==> config.mk <==
export PLATFORM = sky130hd
export DESIGN_NAME = gpr_wb_arbiter
export DESIGN_NICKNAME = d
export VERILOG_FILES = /design/src/rtl/gpr_wb_arbiter.sv
export SDC_FILE = /design/constraint.sdc
export NUM_CORES = 1
export LEC_CHECK = 0
export BUFFER_PORTS_ARGS = -buffer_cell sky130_fd_sc_hd__buf_4
export CORE_MARGIN = 3
export CORE_UTILIZATION = 35
export CTS_CLUSTER_SIZE = 28
export DETAILED_ROUTE_END_ITERATION = 7
export GPL_TIMING_DRIVEN = 1
export HOLD_SLACK_MARGIN = 0.08
export PLACE_DENSITY_LB_ADDON = 0.15
export SYNTH_ARGS = -nofsm -noshare
export SYNTH_HDL_FRONTEND = slang
export SYNTH_SLANG_ARGS = --single-unit
==> constraint.sdc <==
create_clock -name clk -period 1.8 [get_ports clk]
set_input_delay 0.18 -clock clk [delete_from_list [all_inputs] [get_ports clk]]
set_output_delay 0.18 -clock clk [all_outputs]
set_load 0.02 [all_outputs]
==> src/rtl/gpr_wb_arbiter.sv <==
// Round-robin writeback arbiter between the ALU and the LSU for the single register-file
// write port, with a per-register pending-write scoreboard that feeds decode's RAW status.
module gpr_wb_arbiter #(
  parameter int ADDR_W = 4,
  parameter int DATA_W = 32,
  parameter int PEND_W = 2
) (
  input  logic              clk,
  input  logic              rst,
  input  logic              alu_valid,
  output logic              alu_ready,
  input  logic [ADDR_W-1:0] alu_addr,
  input  logic [DATA_W-1:0] alu_data,
  input  logic              lsu_valid,
  output logic              lsu_ready,
  input  logic [ADDR_W-1:0] lsu_addr,
  input  logic [DATA_W-1:0] lsu_data,
  input  logic              issue_en,
  input  logic [ADDR_W-1:0] issue_addr,
  output logic              issue_full,
  input  logic [ADDR_W-1:0] rs_addr,
  input  logic [ADDR_W-1:0] rt_addr,
  output logic              rs_busy,
  output logic              rt_busy,
  output logic              write_en,
  output logic [ADDR_W-1:0] write_addr,
  output logic [DATA_W-1:0] write_data,
  output logic              pend_err
);

  localparam int NREG = 2 ** ADDR_W;
  localparam logic [PEND_W-1:0] CNT_MAX  = {PEND_W{1'b1}};
  localparam logic [PEND_W-1:0] CNT_ZERO = {PEND_W{1'b0}};
  localparam logic [ADDR_W-1:0] ADDR_R0  = {ADDR_W{1'b0}};

  typedef enum logic {GRANT_ALU = 1'b0, GRANT_LSU = 1'b1} grant_e;

  grant_e                      last_grant_r;
  logic [NREG-1:0][PEND_W-1:0] cnt_r;
  logic                        xfer_s;
  logic [ADDR_W-1:0]           xfer_addr_s;
  logic [DATA_W-1:0]           xfer_data_s;
  logic                        issue_inc_s;
  logic [NREG-1:0]             inc_vec_s;
  logic [NREG-1:0]             dec_vec_s;

  // Round-robin grant: on a tie the requester that did not win last time goes first
  always_comb begin
    alu_ready   = 1'b0;
    lsu_ready   = 1'b0;
    xfer_s      = 1'b0;
    xfer_addr_s = ADDR_R0;
    xfer_data_s = {DATA_W{1'b0}};
    if (alu_valid && (!lsu_valid || (last_grant_r == GRANT_LSU))) begin
      alu_ready   = 1'b1;
      xfer_s      = 1'b1;
      xfer_addr_s = alu_addr;
      xfer_data_s = alu_data;
    end else if (lsu_valid) begin
      lsu_ready   = 1'b1;
      xfer_s      = 1'b1;
      xfer_addr_s = lsu_addr;
      xfer_data_s = lsu_data;
    end else begin
      xfer_s = 1'b0;
    end
  end

  // Scoreboard status and one-hot issue/commit strobes; r0 never tracks anything
  always_comb begin
    issue_full  = (issue_addr != ADDR_R0) && (cnt_r[issue_addr] == CNT_MAX);
    issue_inc_s = issue_en && (issue_addr != ADDR_R0) && !issue_full;
    rs_busy     = (cnt_r[rs_addr] != CNT_ZERO);
    rt_busy     = (cnt_r[rt_addr] != CNT_ZERO);
    if (issue_inc_s) begin
      inc_vec_s = NREG'(1) << issue_addr;
    end else begin
      inc_vec_s = {NREG{1'b0}};
    end
    if (xfer_s && (xfer_addr_s != ADDR_R0)) begin
      dec_vec_s = NREG'(1) << xfer_addr_s;
    end else begin
      dec_vec_s = {NREG{1'b0}};
    end
  end

  // Pending-write counters; underflow saturates at zero and latches the sticky error
  always_ff @(posedge clk or posedge rst) begin
    if (rst) begin
      cnt_r    <= {(NREG*PEND_W){1'b0}};
      pend_err <= 1'b0;
    end else begin
      cnt_r[0] <= CNT_ZERO;
      for (int i = 1; i < NREG; i++) begin
        case ({inc_vec_s[i], dec_vec_s[i]})
          2'b10: cnt_r[i] <= cnt_r[i] + PEND_W'(1);
          2'b01: begin
            if (cnt_r[i] == CNT_ZERO) begin
              pend_err <= 1'b1;
            end else begin
              cnt_r[i] <= cnt_r[i] - PEND_W'(1);
            end
          end
          default: cnt_r[i] <= cnt_r[i];
        endcase
      end
    end
  end

  // Registered write port and arbitration history
  always_ff @(posedge clk or posedge rst) begin
    if (rst) begin
      write_en     <= 1'b0;
      write_addr   <= ADDR_R0;
      write_data   <= {DATA_W{1'b0}};
      last_grant_r <= GRANT_LSU;
    end else begin
      write_en <= xfer_s && (xfer_addr_s != ADDR_R0);
      if (xfer_s) begin
        last_grant_r <= alu_ready ? GRANT_ALU : GRANT_LSU;
        if (xfer_addr_s != ADDR_R0) begin
          write_addr <= xfer_addr_s;
          write_data <= xfer_data_s;
        end
      end
    end
  end

endmodule
# Yosys cells after proc, flatten, opt, wreduce, memory -nomap -nowiden
# Cells that the tools add are included.
# W data, S select, Z words.
# op_classes
add_sub_neg	30
n_eq_ne	46
n_lt_le_gt_ge	3
shifts	2
mux	77
n_reduce_logical	58
# op_table
op	n
$mux W32	2
$pmux W2 S2	15
$mux W2	18
$mux W1	35
$reduce_bool A2 Y1	17
$eq A2 B2 Y1 const B	16
$mux W16	2
$reduce_and A2 Y1	16
$shl A1 B4 Y16 const A	2
$add A2 B1 Y2 const B	15
$eq A2 B1 Y1 const B	15
$logic_not A2 Y1	15
$ne A2 B2 Y1 const B	15
$sub A2 B1 Y2 const B	15
$bmux W2 S4	3
$lt A4 B5 Y1 const B	3
$mux W4	2
$reduce_bool A4 Y1	2
$logic_and A1 B1 Y1	5
$logic_not A1 Y1	2
$logic_or A1 B1 Y1	1
# word_totals
input_bits	89
output_inout_bits	43
reg_bits	69

# Depth between registers and ports, before layout
# Gate-level depths: netlist of the first run.
# logic_depth
ltp_word	37
ltp_mapped	9
depth_no_buf	6

# Worst setup path before layout of the first run
# Ideal clock, no wire load.
# synth_timing
path_type	register to register
startpoint	register last_grant_r
endpoint	register write_data[24]
t_arrival_ns	1.934
stages_incl_launch_ff	10
setup_ns	0.073
setup_slack_ns	-0.207
path_cell_list	dfstp_2 nand2b_1 buf_4 a21oi_2 or2_0 or3_1 buf_2 buf_6 buf_6 a21oi_2
# synth_via
elab_chain_cells	5
elab_cells_between_ends	7
classes_between	mux (3); reduce/logical (4)
# synth_lines
element	line	rtl
start, declared	38	grant_e last_grant_r;
start signal, assigned	120	last_grant_r <= alu_ready ? GRANT_ALU : GRANT_LSU;
$logic_or A1 B1 Y1 *	54	if (alu_valid && (!lsu_valid || (last_grant_r == GRANT_LSU))) begin
$logic_and A1 B1 Y1 *	54	
$mux W4	54	
$reduce_bool A4 Y1	121	if (xfer_addr_s != ADDR_R0) begin
$reduce_and A2 Y1 (no source line)	n/a	
end signal, assigned	115	write_data <= {DATA_W{1'b0}};
end signal, assigned	123	write_data <= xfer_data_s;
end, declared	27	output logic [DATA_W-1:0] write_data,
# Every way passes the cells marked *; elsewhere a longest branch is shown, timed or not.
# A chain may end at the register's enable or synchronous reset.

# Worst setup path after layout of the first run
# layout_timing
startpoint	register cnt_r[23] (netlist bit)
endpoint	output port rs_busy
# layout_via
elab_chain_cells	3
# layout_lines
element	line	rtl
start, declared	39	logic [NREG-1:0][PEND_W-1:0] cnt_r;
start signal, assigned	90	cnt_r <= {(NREG*PEND_W){1'b0}};
start signal, assigned by index	96	2'b10: cnt_r[i] <= cnt_r[i] + PEND_W'(1);
start signal, assigned by index	101	cnt_r[i] <= cnt_r[i] - PEND_W'(1);
$bmux W2 S4	73	rs_busy = (cnt_r[rs_addr] != CNT_ZERO);
$mux W2 (implied by the code)	73	
$reduce_bool A2 Y1	73	
end, declared	23	output logic rs_busy,
# Every way passes these cells. The select of a mux whose other input is x is not followed.

==> flow_summary.ini, run 1 <==
[yosys]
synth_nets = 576
synthFlopType = dfrtp_1
synth_top_area_share_pct = 39.89
netlist_instances = 487
synth-seq-cells = 69
synth_common_cells = nor2_1 (69), dfrtp_1 (68), nand2_1 (46)
async_flop_share_pct = 100.0
synth_edf_count = 0
yosysMostFrequentCell = nor2_1
synth_warnings = 0
yosysUniqueCellTypes = 49
synth_area_sq_um = 4265
yosysTopAreaCell = dfrtp_1
ys_seq_area_share_pct = 40.51
ys_top_cells_by_area = dfrtp_1 (40%), nor2_1 (6.1%), a22oi_1 (5.6%), a21oi_1 (5.2%), mux4_2 (4.8%)
avgSynthCellArea_sq_um = 8.758

[timing]
slew_headroom_pct = 66.63
fmax_mhz = 440.9
drv_slew = 0
min_period_ns = 2.268
finalHoldViolations = 0
layout_setup_ws_ns = -0.4683
fin_crit_sh_pct = 126.0
skew_ns = 0.008145
grt_setup_unrepaired = yes
setup_viol = 70
tightest_slew_ns = 0.4988
holdWs_ns = 0.1370

[placed_design]
pre_cts_slack_ns = -0.3428
dp_hpwl_mm = 9.984
port_buffers = 131
place_congestion = 0.8567
dpl_cell_area_sq_um = 6053

[global_routing]
globalRouteTotalUtil_pct = 23.75
grt_pass1_wl_mm = 24.84
antenna_found_initial = 0
grt-ovfl-total = 0
grt_max_degree = 70
grt_pass1_vias = 5018

[drt]
drt_iter0_markers = 222
viasPerCell = 5.537
ant_nets = 0
wl_per_cell_um = 18.02
wl_mm = 15.93
routed-via-count = 4895
drc = 0
drtPass1Iterations = 4

[status]
violations = negative setup slack
status = complete, but fails checks

[die]
core-area_sq_um = 11660
start_util_pct = 36.57
dieArea_sq_um = 13550
rows = 39
die_h_um = 116.4
fp.dieW_um = 116.4
pin_count = 132

[final_layout]
nets = 826
post-route-util_pct = 67.28
finalInstanceArea_sq_um = 7846
fillers = 869
area_growth_pct = 83.95
antenna_cells = 0
drive_gt1_share_pct = 60.73

[critical_path]
worstSetupEndpointType = output port
arrival_ns = 2.09
critPathMostFrequentCell = mux4_2
cp_slowest_cell = mux4_2
worst_path_largest_cell_delay_ns = 0.48
path_cells = or2_4 -> mux4_2 -> mux4_2 -> buf_6
critical_path_class = flop to output port
crit_buf_inv = 1
crit_required_ns = 1.62
critPathTopFamily = multiplexers
path_max_fanout = 3
worstSetupStartpointType = flop

[job]
maxCapViolations = 0

[clocking]
clock_path_buffers = 2
cts_max_level = 3
cts_tree = yes
ctsRootBufferMaster = clkbuf_16
clock_sinks = 69
numCtsBuffers = 9
clock_latency_ns = 0.34
path_clk_slew_ns = 0.06

[power_and_ir_drop]
irDropWorstVdd_mv = 0.6193
finalPower_mw = 7.061
leakagePower_nw = 3.338
p_per_area_nw_per_um2 = 899.9

[min_path]
min_path_type = input pin to flop
[layout by cell type, fill, tap and decap left out, types with 4 or more instances in the layout]
cell type,n
buf_4,215
dfrtp_1,68
nand2_1,46
nor2_4,37
a22oi_1,32
a21oi_2,32
nor2_1,27
buf_6,24
a21oi_1,19
o21ai_2,17
nor3_1,15
o211ai_1,13
or2_4,12
o21ai_0,10
a211oi_2,10
o21ai_1,10
mux4_2,9
clkbuf_16,9
nand3_1,8
buf_16,8
buf_12,8
inv_1,7
xnor2_2,7
and2_4,7
nand2b_1,6
nor2_2,5
a21oi_4,4
nor3_2,4
nor4_4,4
xor2_1,4
a31oi_1,4
[cell type report]
cell class                      count  area, sq um  area share, %
Multi-Input combinational cell    388         3243          41.33
Timing Repair Buffer              261         2362          30.11
Sequential cell                    69         1728          22.02
Clock buffer                       11        252.7          3.221
Tap cell                          143        178.9          2.280
Clock inverter                      4        47.55         0.6060
Inverter                            8        33.78         0.4306
[what timing repair did]
action / in CTS / in global routing
buffers inserted: 29 / 11
hold endpoints to repair: 69 / 0
pin swaps: 57 / 56
endpoints found under the setup margin: 71 / 72
cloned: 12 / 0
gates resized for setup: 194 / 58
hold buffers: 2 / 0
[cell families after synthesis]
logic type / synth area share, %
xor+xnor: 2.875
compound gates: 26.84
mux: 4.752
buf+inv: 3.461
flops: 40.51
simple gates: 21.56
[final timing paths]
kind | start | to | slack [ns] | cells past startpoint
setup / recovery | cnt_r[23]$_DFFE_PP0P_ | rs_busy | -0.47 | 4
hold / removal | lsu_valid | last_grant_r$_DFFE_PP1P_ | 0.14 | 3
setup reg to reg | last_grant_r$_DFFE_PP1P_ | cnt_r[30]$_DFFE_PP0P_ | -0.36 | 10
hold reg to reg | write_addr[1]$_DFFE_PP0N_ | write_addr[1]$_DFFE_PP0N_ | 0.53 | 2
max in group asynchronous | rst | last_grant_r$_DFFE_PP1P_ | 0.99 | 4
min in group asynchronous | rst | write_data[30]$_DFFE_PP0N_ | 0.48 | 4
[worst register-to-register path: stages, from the launching register on]
cell and delay, ns:
dfstp_2 0.57, nand2b_4 0.20, buf_12 0.12, buf_6 0.09, a21oi_2 0.08, o211ai_1 0.34
buf_4 0.19, buf_6 0.12, nor2_4 0.03, a211oi_2 0.23, a21oi_1 0.06
[per-stage QoR]
step           TNS (ns)  std cells
5_1_grt          -23.11        884
3_5_place_dp     -15.43        821
6_report         -17.80        884
2_1_floorplan    -6.868        487
4_1_cts          -13.53        877
3_3_place_gp     -11.70        821
[sequential cells by signal, indices dropped and copies added (netlist names)]
signal / cells
cnt_r: 30
write_en: 1
last_grant_r: 1
pend_err: 1
write_data: 32
write_addr: 4
[power breakdown]
part / internal (mW) / total, mW / switching [mW]
sequential: 1.90 / 2.20 / 0.300
clock: 1.13 / 1.82 / 0.683
combinational: 1.56 / 3.04 / 1.48
total: 4.60 / 7.06 / 2.46
[per-layer routing]
layer  part of all wire, %  global-route usage (%)  vias up
li1                      -                       -     2312
met1                    41                   28.89     2378
met2                    50                   39.93      167
met3                   6.0                   5.492       38
met4                   3.1                   10.98        0
met5                     0                       0        -
Power figures use the tool's default switching activity.
==> run 2, diff against run 1 <==
Clock period 1.8 ns to 2.9 ns, I/O delays scaled along.
==> run 2 against run 1 <==
  * The flow now finishes without violations
  * Critical path depth rose by 3
  * Non-clock buffer count fell by 124
  * Die area did not move
  * Sequential power fell by 36%
  * Combinational power fell by 66%
  * Register-to-register slack improved by 0.72 ns
  * Flip-flop and latch count did not move
  * Critical path type is now flop to flop
  * Critical endpoint is now write_data[24]$_DFFE_PP0N_
  * Largest power group is now registers
==> flow_summary.ini, run 2 (synthesis gave the netlist of run 1 again) <==
[critical_path]
crit_buf_inv = 1
critPathTopFamily = simple AND/OR/NAND/NOR gates
worstSetupStartpointType = flop
arrival_ns = 2.73
worstSetupEndpointType = flop
critical_path_class = flop to flop
critPathMostFrequentCell = a21oi_2
path_cells = nand2b_1 -> a21oi_2 -> or2_0 -> or3_2 -> buf_4 -> nor2_1 -> a21oi_2
cp_slowest_cell = dfstp_2
path_max_fanout = 68
path_depth = 7
crit_required_ns = 3.09
worst_path_largest_cell_delay_ns = 0.56
reg2regPathDepth = 7

[placed_design]
dp_hpwl_mm = 9.160
dp.cells = 744
pre_cts_slack_ns = 0.3647
port_buffers = 131
place_congestion = 0.8170

[clocking]
cts_tree = yes
clock_sinks = 69
clock_latency_ns = 0.33
numCtsBuffers = 9
path_clk_slew_ns = 0.06
cts_setup_buffers = 0
cts_max_level = 3
ctsRootBufferMaster = clkbuf_16
clock_path_buffers = 2

[drt]
drt_iter0_markers = 269
drtPass1Iterations = 5
wl_per_cell_um = 15.93
drc = 0
routed-via-count = 4125
ant_nets = 0
wl_mm = 12.12
viasPerCell = 5.420

[min_path]
min_path_type = input pin to flop
min_delay_path_depth = 3

[die]
rows = 39
fp.dieW_um = 116.4
pin_count = 132
dieArea_sq_um = 13550
start_util_pct = 36.57
die_h_um = 116.4
core-area_sq_um = 11660

[final_layout]
drive_gt1_share_pct = 31.72
nets = 702
finalNonFillerCells = 761
area_growth_pct = 33.65
top_register = write_data
antenna_cells = 0
mostFrequentLayoutCell = buf_4
post-route-util_pct = 48.88
largest_reg_flops = 32
top_regs = write_data x32, cnt_r x30, write_addr x4
final_cell_mix = buf_4 (135), nor2_1 (68), dfrtp_1 (68), nand2_1 (46), a21oi_1 (44)

[timing]
finalSetupTns_ns = 0
fmax_mhz = 393.7
fin_crit_sh_pct = 87.59
grt_setup_unrepaired = no
finalHoldViolations = 0
drv_slew = 0
layout_setup_ws_ns = 0.3599
slew_headroom_pct = 52.26
tightest_slew_ns = 0.7102
setup_viol = 0
skew_ns = 0.002929
min_period_ns = 2.540

[power_and_ir_drop]
p_per_area_nw_per_um2 = 636.9
p_sw_share_pct = 33.68
seqPwrFrac_pct = 38.5
combPwrFrac_pct = 28.6
internal_power_mw = 2.408
p_clk_share_pct = 32.9
finalPower_mw = 3.630
leakagePower_nw = 2.426
p_sw_mw = 1.223
irDropWorstVdd_mv = 0.3272

[global_routing]
grt_util_met2_pct = 28.22
globalRouteTotalUtil_pct = 18.57
grt_pass1_vias = 3984
grt-ovfl-total = 0
grt_use_met3_pct = 5.337
antenna_found_initial = 0
busiest_layer = met2
grt_max_degree = 69
met1_usage_pct = 25.46
grt_pass1_wl_mm = 19.73

[status]
status = finished, final reports clean

[job]
maxCapViolations = 0
[run 2: worst paths after layout]
kind | startpoint | slack, ns | end
hold / removal | alu_addr[2] | 0.20 | write_addr[2]$_DFFE_PP0N_
setup reg to reg | last_grant_r$_DFFE_PP1P_ | 0.36 | write_data[24]$_DFFE_PP0N_
hold reg to reg | last_grant_r$_DFFE_PP1P_ | 0.51 | last_grant_r$_DFFE_PP1P_
setup / recovery | last_grant_r$_DFFE_PP1P_ | 0.36 | write_data[24]$_DFFE_PP0N_
max in group asynchronous | rst | 1.64 | last_grant_r$_DFFE_PP1P_
min in group asynchronous | rst | 0.57 | cnt_r[5]$_DFFE_PP0P_
[run 2: tightest hold or removal path: cells and delay by family]
kind | cells | cell delay (ns)
buffers and inverters | 1 | 0.10
AND/OR/NAND/NOR | 1 | 0.05
AO/OA/AOI/OAI | 1 | 0.06
[run 2: layout make-up]
type	instances	area (sq um)
Fill cell	1099	5962
Multi-Input combinational cell	388	2397
Sequential cell	69	1728
Timing Repair Buffer	137	1044
Clock buffer	9	225.2
Tap cell	143	178.9
Clock inverter	7	97.59
Inverter	8	30.03
[run 2: metrics by stage]
stage	cell area, sq um	hold slack, ns
global placement	5368	0.3855
finish	5700	0.2045
detailed placement	5368	0.3862
CTS	5700	0.1977
global route	5700	0.2235
floorplan	4265	0.4126
[run 2: metal layers]
metal  wire (um)  up-vias
li1            -     2049
met1        5357     1930
met2        5689      140
met3         986        6
met4          89        0
met5           0        -
[run 2: power groups by stage]
stage	sequential, mW	combinational, mW	clock, mW
global placement	1.39	1.03	0
CTS	1.39	1.05	1.22
detailed placement	1.40	1.05	0
floorplan	1.48	0.543	0
global route	1.44	1.17	1.27
finish	1.40	1.04	1.20
[run 2: repair_timing]
action,CTS,global route
resized for setup,0,0
hold endpoints to repair,22,0
hold buffers,1,0
==> run 3, diff against run 2 <==
Settings changed: PLACE_DENSITY_LB_ADDON 0.15 to not set.
==> run 3 against run 2 <==
  * Setup slack worse by 0.019 ns
  * Non-clock buffer count is the same
  * Global-route usage rose by 0.62 points
  * Power rose by 0.48%
  * Clock skew up 0.0011 ns
  * Die area is the same
  * Critical path type unchanged
  * Critical endpoint is now pend_err$_DFF_PP0_
  * Largest power group unchanged
==> flow_summary.ini, run 3 (synthesis gave the netlist of run 1 again) <==
[min_path]
worstHoldStart = alu_addr[2]
min_to = write_addr[2]$_DFFE_PP0N_
min_path_type = input pin to flop
min_delay_path_depth = 3

[timing]
finalSetupTns_ns = 0
holdWs_ns = 0.2067
skew_ns = 0.004050
min_period_ns = 2.559
tightest_slew_ns = 0.7984
slew_headroom_pct = 46.33
fin_crit_sh_pct = 88.25
grt_setup_unrepaired = no
fmax_mhz = 390.7
drv_slew = 0
setup_viol = 0
finalHoldViolations = 0

[clocking]
cts_max_level = 3
path_clk_slew_ns = 0.06
numCtsBuffers = 9
clock_path_buffers = 2
clock_sinks = 69
clock_latency_ns = 0.34
cts_tree = yes
ctsRootBufferMaster = clkbuf_16
cts_setup_buffers = 0

[die]
core-area_sq_um = 11660
fp.dieW_um = 116.4
pin_count = 132
dieArea_sq_um = 13550
die_h_um = 116.4
rows = 39
start_util_pct = 36.57

[final_layout]
top_register = write_data
drive_gt1_share_pct = 31.55
area_growth_pct = 33.41
final_cell_mix = buf_4 (136), nor2_1 (68), dfrtp_1 (68), nand2_1 (46), a21oi_1 (44)
top_regs = write_data x32, cnt_r x30, write_addr x4
nets = 702
finalInstanceArea_sq_um = 5690
mostFrequentLayoutCell = buf_4
antenna_cells = 0
largest_reg_flops = 32
post-route-util_pct = 48.79

[power_and_ir_drop]
leakagePower_nw = 2.429
p_per_area_nw_per_um2 = 641.1
irDropWorstVdd_mv = 0.2659
finalPower_mw = 3.648
combPwrFrac_pct = 28.8
p_sw_mw = 1.220
internal_power_mw = 2.428
p_clk_share_pct = 32.9
seqPwrFrac_pct = 38.3
p_sw_share_pct = 33.43

[critical_path]
worst_path_largest_cell_delay_ns = 0.56
timing.rr.end = pend_err$_DFF_PP0_
worstSetupEndpointType = flop
r2r_start = last_grant_r$_DFFE_PP1P_
reg2regPathDepth = 6
path_cells = and2b_1 -> nor3_1 -> nor4_2 -> a31o_2 -> nor4_1 -> nand3_1
crit_required_ns = 3.08
path_max_fanout = 5
worstSetupStartpointType = flop
arrival_ns = 2.74
critical_path_class = flop to flop
rrSetupSlack_ns = 0.34
cp_slowest_cell = dfstp_2

[placed_design]
dpl_cell_area_sq_um = 5355
place_congestion = 0.8519
dp_hpwl_mm = 9.669
port_buffers = 131

[global_routing]
grt_pass1_wl_mm = 20.27
antenna_found_initial = 0
grt-ovfl-total = 0
grt_max_degree = 69
globalRouteTotalUtil_pct = 19.20
grt_pass1_vias = 4157

[drt]
drtPass1Iterations = 5
drt_iter0_markers = 211
routed-via-count = 4214
drc = 0
wl_per_cell_um = 16.37
viasPerCell = 5.537
wl_mm = 12.45
ant_nets = 0

[status]
status = finished, final reports clean

[job]
maxCapViolations = 0
run 3: timing repair:
action | 4_1_cts | 5_1_grt
hold endpoints to repair | 27 | 0
hold buffers | 1 | 0
gates resized for setup | 0 | 0
run 3: worst max path at each step:
stage / startpoint / end / slack [ns] / cells past startpoint
6_report: last_grant_r$_DFFE_PP1P_ / pend_err$_DFF_PP0_ / 0.34 / 6
4_1_cts: last_grant_r$_DFFE_PP1P_ / pend_err$_DFF_PP0_ / 0.36 / 6
3_3_place_gp: last_grant_r$_DFFE_PP1P_ / pend_err$_DFF_PP0_ / 0.39 / 6
5_1_grt: last_grant_r$_DFFE_PP1P_ / write_data[12]$_DFFE_PP0N_ / 0.18 / 7
2_1_floorplan: rst / cnt_r[10]$_DFFE_PP0P_ / 0.87 / 1
3_5_place_dp: last_grant_r$_DFFE_PP1P_ / pend_err$_DFF_PP0_ / 0.36 / 6
run 3: final cells by class:
type / instances / area (sq um)
fillers: 1124 / 5972
multi-input cells: 388 / 2397
flip-flops and latches: 69 / 1728
repair buffers: 137 / 1031
clock buffers: 11 / 242.7
well taps: 143 / 178.9
clock inverters: 5 / 82.58
inverters: 8 / 30.03
run 3: power by group through the flow:
stage / sequential, mW / combinational (mW) / clock [mW]
floorplan: 1.48 / 0.543 / 0
global placement: 1.39 / 1.03 / 0
detailed placement: 1.41 / 1.06 / 0
CTS: 1.40 / 1.06 / 1.23
global route: 1.44 / 1.17 / 1.28
finish: 1.40 / 1.05 / 1.20
run 3: metal layers:
layer	up-vias	wire (um)	track usage, %
li1	2049	-	-
met1	1982	5352	25.02
met2	161	5615	29.18
met3	22	1142	6.943
met4	0	344	7.502
met5	-	0	0
run 3: worst max-delay path: cells and delay by family (launching register included):
family	cells	cell delay (ns)
simple gates	5	1.57
flops	1	0.56
compound gates	1	0.28
run 3: metrics by stage:
step,std cells,worst slack [ns]
after global routing,761,0.1810
after detailed placement,744,0.3573
after floorplan,487,0.8718
after CTS,761,0.3569
after global placement,744,0.3941
final,761,0.3407
